`config.mk`:
```
export PLATFORM = sky130hd
export DESIGN_NAME = prm_edge_sweep
export DESIGN_NICKNAME = d
export VERILOG_FILES = /design/src/rtl/prm_edge_sweep.sv
export SDC_FILE = /design/constraint.sdc
export NUM_CORES = 1
export LEC_CHECK = 0
export CAP_MARGIN = 0
export CORE_ASPECT_RATIO = 0.9
export CORE_MARGIN = 5
export CORE_UTILIZATION = 26
export CTS_CLUSTER_SIZE = 25
export DETAILED_ROUTE_END_ITERATION = 6
export GPL_TIMING_DRIVEN = 0
export HOLD_SLACK_MARGIN = 0.08
export PLACE_DENSITY = 0.5
export SYNTH_ARGS = -nofsm -noshare
export SYNTH_HDL_FRONTEND = slang
export SYNTH_SLANG_ARGS = --single-unit
```
`constraint.sdc`:
```
create_clock -name clk -period 3.2 [get_ports clk]
set_clock_uncertainty 0.15 [all_clocks]
set_input_delay 0.48 -clock clk [delete_from_list [all_inputs] [get_ports clk]]
set_output_delay 0.48 -clock clk [all_outputs]
set_load 0.01 [all_outputs]
```
`src/rtl/prm_edge_sweep.sv`:
```
// rtl/prm_edge_sweep.sv - PRM edge sweep sequencer: interpolates an edge and collects checker hits
module prm_edge_sweep #(
    parameter int LOG2_STEPS = 3,
    parameter int NCHK       = 8,
    parameter int ID_W       = 10,
    parameter int EARLY_EXIT = 1
) (
    input  logic                  clk,
    input  logic                  rst,
    input  logic                  req_valid,
    output logic                  req_ready,
    input  logic [ID_W-1:0]       req_id,
    input  logic [14:0]           req_start,
    input  logic [14:0]           req_end,
    output logic [14:0]           chk_vec,
    output logic                  chk_valid,
    input  logic [NCHK-1:0]       chk_mask,
    output logic                  res_valid,
    input  logic                  res_ready,
    output logic [ID_W-1:0]       res_id,
    output logic                  res_blocked,
    output logic [LOG2_STEPS:0]   res_hit_idx,
    output logic                  busy
);

    localparam int ACC_W = LOG2_STEPS + 7;
    localparam int K_W   = LOG2_STEPS + 1;
    localparam logic [K_W-1:0] K_LAST = K_W'(1 << LOG2_STEPS);
    localparam logic signed [ACC_W-1:0] HALF = ACC_W'(1 << (LOG2_STEPS - 1));

    typedef enum logic [1:0] {ST_IDLE, ST_SWEEP, ST_DONE} state_t;

    state_t                   state_q, state_d;
    logic [K_W-1:0]           k_q, k_d;
    logic                     hit_q, hit_d;
    logic [K_W-1:0]           hit_idx_q, hit_idx_d;
    logic [ID_W-1:0]          id_q, id_d;
    logic signed [ACC_W-1:0]  acc_q [3];
    logic signed [ACC_W-1:0]  acc_d [3];
    logic signed [5:0]        inc_q [3];
    logic signed [5:0]        inc_d [3];
    logic [14:0]              chk_vec_q, chk_vec_d;
    logic                     mask_any;

    // Round-to-nearest of the fixed-point accumulator back to a 5-bit joint code;
    // the accumulator never leaves [start,end]*2^LOG2_STEPS so the slice cannot overflow.
    function automatic logic [4:0] samp_of(input logic signed [ACC_W-1:0] acc);
        logic [ACC_W-1:0] t;
        t = acc + HALF;
        return t[LOG2_STEPS +: 5];
    endfunction

    assign req_ready   = (state_q == ST_IDLE) && !rst;
    assign chk_valid   = (state_q == ST_SWEEP);
    assign res_valid   = (state_q == ST_DONE);
    assign busy        = (state_q != ST_IDLE);
    assign chk_vec     = chk_vec_q;
    assign res_id      = id_q;
    assign res_blocked = hit_q;
    assign res_hit_idx = hit_idx_q;
    assign mask_any    = |chk_mask;

    // Next-state, sweep stepping, hit capture and next sample to drive
    always_comb begin
        state_d   = state_q;
        k_d       = k_q;
        hit_d     = hit_q;
        hit_idx_d = hit_idx_q;
        id_d      = id_q;
        for (int j = 0; j < 3; j++) begin
            acc_d[j] = acc_q[j];
            inc_d[j] = inc_q[j];
        end
        case (state_q)
            ST_IDLE: begin
                if (req_valid && req_ready) begin
                    id_d      = req_id;
                    k_d       = '0;
                    hit_d     = 1'b0;
                    hit_idx_d = '0;
                    for (int j = 0; j < 3; j++) begin
                        acc_d[j] = {{(ACC_W-5){1'b0}}, req_start[5*j +: 5]} << LOG2_STEPS;
                        inc_d[j] = {1'b0, req_end[5*j +: 5]} - {1'b0, req_start[5*j +: 5]};
                    end
                    state_d = ST_SWEEP;
                end
            end
            ST_SWEEP: begin
                if (mask_any && !hit_q) begin
                    hit_d     = 1'b1;
                    hit_idx_d = k_q;
                end
                if (mask_any && (EARLY_EXIT != 0)) begin
                    state_d = ST_DONE;
                end else if (k_q == K_LAST) begin
                    state_d = ST_DONE;
                end else begin
                    k_d = k_q + K_W'(1);
                    for (int j = 0; j < 3; j++) begin
                        acc_d[j] = acc_q[j] + {{(ACC_W-6){inc_q[j][5]}}, inc_q[j]};
                    end
                end
            end
            ST_DONE: begin
                if (res_ready) begin
                    state_d = ST_IDLE;
                end
            end
            default: state_d = ST_IDLE;
        endcase
        // The driven sample always tracks the accumulator, so it holds while idle/done
        chk_vec_d = '0;
        for (int j = 0; j < 3; j++) begin
            chk_vec_d[5*j +: 5] = samp_of(acc_d[j]);
        end
    end

    // State and datapath registers; reset discards any edge in flight
    always_ff @(posedge clk or posedge rst) begin
        if (rst) begin
            state_q   <= ST_IDLE;
            k_q       <= '0;
            hit_q     <= 1'b0;
            hit_idx_q <= '0;
            id_q      <= '0;
            chk_vec_q <= '0;
            for (int j = 0; j < 3; j++) begin
                acc_q[j] <= '0;
                inc_q[j] <= '0;
            end
        end else begin
            state_q   <= state_d;
            k_q       <= k_d;
            hit_q     <= hit_d;
            hit_idx_q <= hit_idx_d;
            id_q      <= id_d;
            chk_vec_q <= chk_vec_d;
            for (int j = 0; j < 3; j++) begin
                acc_q[j] <= acc_d[j];
                inc_q[j] <= inc_d[j];
            end
        end
    end

endmodule

```
==> flow_metrics.py <==
metrics = {
    "outcome": {
        "status": "completed",
    },
    "setup_path": {
        "critPathBufInv": 3,
        "startpoint": "chk_mask[1]",
        "path_cells": "clkdlybuf4s50_1 > nor4_4 > and4_1 > buf_6 > buf_1 > a21oi_1 > ha_1 > nand3_1 > xnor2_1",
        "cpMaxStageDelayCell": "buf_1",
        "path_delay_family": "buffers and inverters",
        "critPathKind": "input port to flip-flop",
        "cpPeakStageDelay_ns": 0.52,
        "critPathCaptureType": "flip-flop",
        "r2r-end": "chk_vec[3]$_DFF_PP0_",
        "r2r_cells": 10,
        "critPathMaxFanout": 10,
        "cp-endpoint": "chk_vec[3]$_DFF_PP0_",
        "crit_required_ns": 3.31,
        "reg2reg_slack_ns": 0.45,
        "critPathArrivalTime_ns": 3.04,
        "path_depth": 9,
        "crit_path_start_kind": "input port",
        "rr_startpoint": "k_q[0]$_DFFE_PP0P_",
    },
    "synth": {
        "synthCells": 483,
        "synth.net_count": 582,
        "synth_flop_cell": "dfrtp_1",
        "syn-cell-area_um2": 4700,
        "postSynthAreaPerCell_um2": 9.74,
        "synth_top_area_share": 0.415,
        "yosysSeqAreaShare": 0.415,
        "synth_area_leaders": "dfrtp_1 (42%), ha_1 (11%), nand2_1 (6.1%), xor2_1 (3.7%), xnor2_1 (3.4%)",
        "synth.ff_latch_count": 78,
        "ys_warn_count": 0,
        "synth-async-reset-ratio": 1.00,
        "ys_types": 54,
        "synth_top_area_cell": "dfrtp_1",
        "synth-edff-count": 0,
    },
    "timing": {
        "finalSetupTns_ns": 0,
        "finalSetupViolations": 0,
        "fin_crit_ns": 2.93,
        "rsz0062_at_grt": "no",
        "hold_slack_ns": 0.327,
        "relSlewSlack": 0.583,
        "slew_violations": 0,
        "period_share": 0.916,
        "fmax_ghz": 0.341,
        "worst-slew-pin-transition_ns": 0.626,
        "hold_violations": 0,
    },
    "routing": {
        "ant_nets": 0,
        "vias": 3805,
        "dr.pass1.iters": 6,
        "wl_mm": 13.3,
        "remaining_drc_errors": 0,
        "drt_iter0_drc": 220,
        "avgViaCountPerCell": 4.60,
        "route.detailed.wl_per_inst_um": 16.0,
    },
    "power_and_ir_drop": {
        "p_int_w": 0.00250,
        "peakVddDrop_mv": 0.234,
        "swShare": 0.338,
        "pwr-share-clk": 0.279,
        "switching_power_w": 0.00128,
        "power.density_nw_per_um2": 610,
        "p_leak_nw": 2.88,
        "pwr-share-comb": 0.356,
        "p_seq_frac": 0.366,
    },
    "finish": {
        "final_area_um2": 6200,
        "area_delta_synth_final_pct": 31.9,
        "nets": 681,
        "final_cells": 827,
        "antenna_cells": 0,
        "drive_above_1_share": 0.0681,
    },
    "placement": {
        "post-dp-hpwl_mm": 9.96,
        "dp.cells": 809,
        "gp_congestion": 0.803,
        "port_buffers": 85,
        "postPlaceCellArea_um2": 5880,
    },
    "grt": {
        "grt_pass1_wl_mm": 21.2,
        "grt-ovfl-total": 0,
        "grt_pass1_vias": 4021,
        "antenna_found_initial": 0,
        "grt_use_total": 0.131,
        "grt_max_degree": 67,
    },
    "cts": {
        "cts_buffers": 9,
        "cts_tree": "yes",
        "hold_buffers": 0,
        "clkLatencyLatePin_ns": 0.34,
        "ctsHtreeMaxLevel": 3,
        "cts.path.max_buffers": 2,
        "post_cts_buffers": 0,
        "cts_sinks": 78,
        "cts_resized": 0,
        "path_clk_slew_ns": 0.06,
        "cts_root_buf": "clkbuf_16",
    },
    "floorplanning": {
        "std_cell_rows": 46,
        "die_x_um": 152,
        "initial_core_util": 0.265,
        "die_h_um": 138,
        "io_pins": 86,
        "die_area_um2": 20900,
        "coreArea_um2": 17700,
    },
    "job": {
        "maxCapViolCount": 0,
    },
    "worst_hold_path": {
        "hold_path.class": "flip-flop to flip-flop",
    },
}
-- flip-flops by register name, indices dropped and copies added (netlist names) --
| register | flops |
|---|---|
| res_blocked | 1 |
| inc_q | 18 |
| k_q | 4 |
| chk_vec | 15 |
| acc_q | 24 |
| res_hit_idx | 4 |
| res_id | 10 |
| state_q | 2 |
-- power groups by stage --
stage | combinational, W | sequential [W] | clock, W
final | 0.00134 | 0.00138 | 0.00105
after global routing | 0.00150 | 0.00141 | 0.00113
after CTS | 0.00136 | 0.00138 | 0.00108
after detailed placement | 0.00135 | 0.00139 | 0
after global placement | 0.00132 | 0.00139 | 0
after floorplan | 0.000817 | 0.00140 | 0
-- cells in the mapped netlist, drive strengths merged, types with 5 or more instances --
cell    count
nand2      78
a21o       17
a22oi       8
nand2b      5
o21ai      33
clkbuf     11
ha         41
xnor2      18
nand4       5
inv        38
xor2       20
or4         5
fa          6
a21oi      26
dfrtp      78
nor2       18
nand3      24
buf         5
-- worst register-to-register path, stage by stage, from the launching register on --
cell and delay, ns:
dfrtp_1 0.40, inv_1 0.09, ha_1 0.20, nand3b_1 0.15, and4_1 0.23, buf_6 0.22, buf_1 0.52, a21oi_1 0.23
ha_1 0.27, nand3_1 0.09, xnor2_1 0.12
-- worst min-delay path by stage --
stage / slack [ns] / startpoint / to / cells after the start
after floorplan: 0.30 / inc_q[0]$_DFFE_PP0P_ / inc_q[0]$_DFFE_PP0P_ / 2
after global placement: 0.31 / res_id[6]$_DFFE_PP0P_ / res_id[6]$_DFFE_PP0P_ / 2
after detailed placement: 0.32 / res_id[9]$_DFFE_PP0P_ / res_id[9]$_DFFE_PP0P_ / 2
after CTS: 0.33 / res_id[9]$_DFFE_PP0P_ / res_id[9]$_DFFE_PP0P_ / 2
after global routing: 0.35 / res_id[4]$_DFFE_PP0P_ / res_id[4]$_DFFE_PP0P_ / 2
final: 0.33 / res_id[9]$_DFFE_PP0P_ / res_id[9]$_DFFE_PP0P_ / 2
-- per-layer routing --
layer / global-route usage / part of all wire
met5: 0 / 0
met2: 0.209 / 0.46
met3: 0.0234 / 0.040
met1: 0.179 / 0.48
met4: 0.0489 / 0.016
-- logic make-up after synthesis --
group,after synthesis,share of synthesized area
mux,1,0.00213
buf+inv,55,0.0503
flops,78,0.415
compound gates,109,0.159
simple gates,155,0.168
fa+ha+maj,47,0.135
xor+xnor,38,0.0708
-- cell type report --
| class | instances | area, µm² |
|---|---|---|
| Fill cell | 1836 | 11500 |
| Multi-Input combinational cell | 350 | 2510 |
| Sequential cell | 78 | 1950 |
| Timing Repair Buffer | 88 | 893 |
| Tap cell | 240 | 300 |
| Clock buffer | 13 | 260 |
| Inverter | 39 | 161 |
| Buffer | 16 | 77.6 |
| Clock inverter | 3 | 42.5 |
-- stage by stage --
step / worst slack (ns) / power [W] / util
floorplan: 0.575 / 0.00222 / -
global placement: -0.963 / 0.00271 / 0.330
detailed placement: -0.290 / 0.00274 / 0.332
CTS: 0.0696 / 0.00382 / 0.349
global route: 0.0679 / 0.00404 / 0.350
finish: 0.268 / 0.00378 / 0.350
-- cells in the final DEF, fill, tap and decap left out, types with 4 or more instances in the layout --
master / instances
xor2_1: 20
clkdlybuf4s50_1: 85
fa_1: 6
or4_1: 5
ha_1: 41
nand2_1: 77
a22o_1: 4
nor2_1: 15
a21o_1: 17
o21ai_0: 29
nand4_1: 5
xnor2_1: 18
o21ai_1: 4
a21oi_1: 26
nand2b_1: 5
clkbuf_1: 13
clkbuf_16: 9
dfrtp_1: 78
nand3_1: 24
a22oi_1: 8
inv_1: 34
No activity file was read; power rests on OpenSTA's default activity.
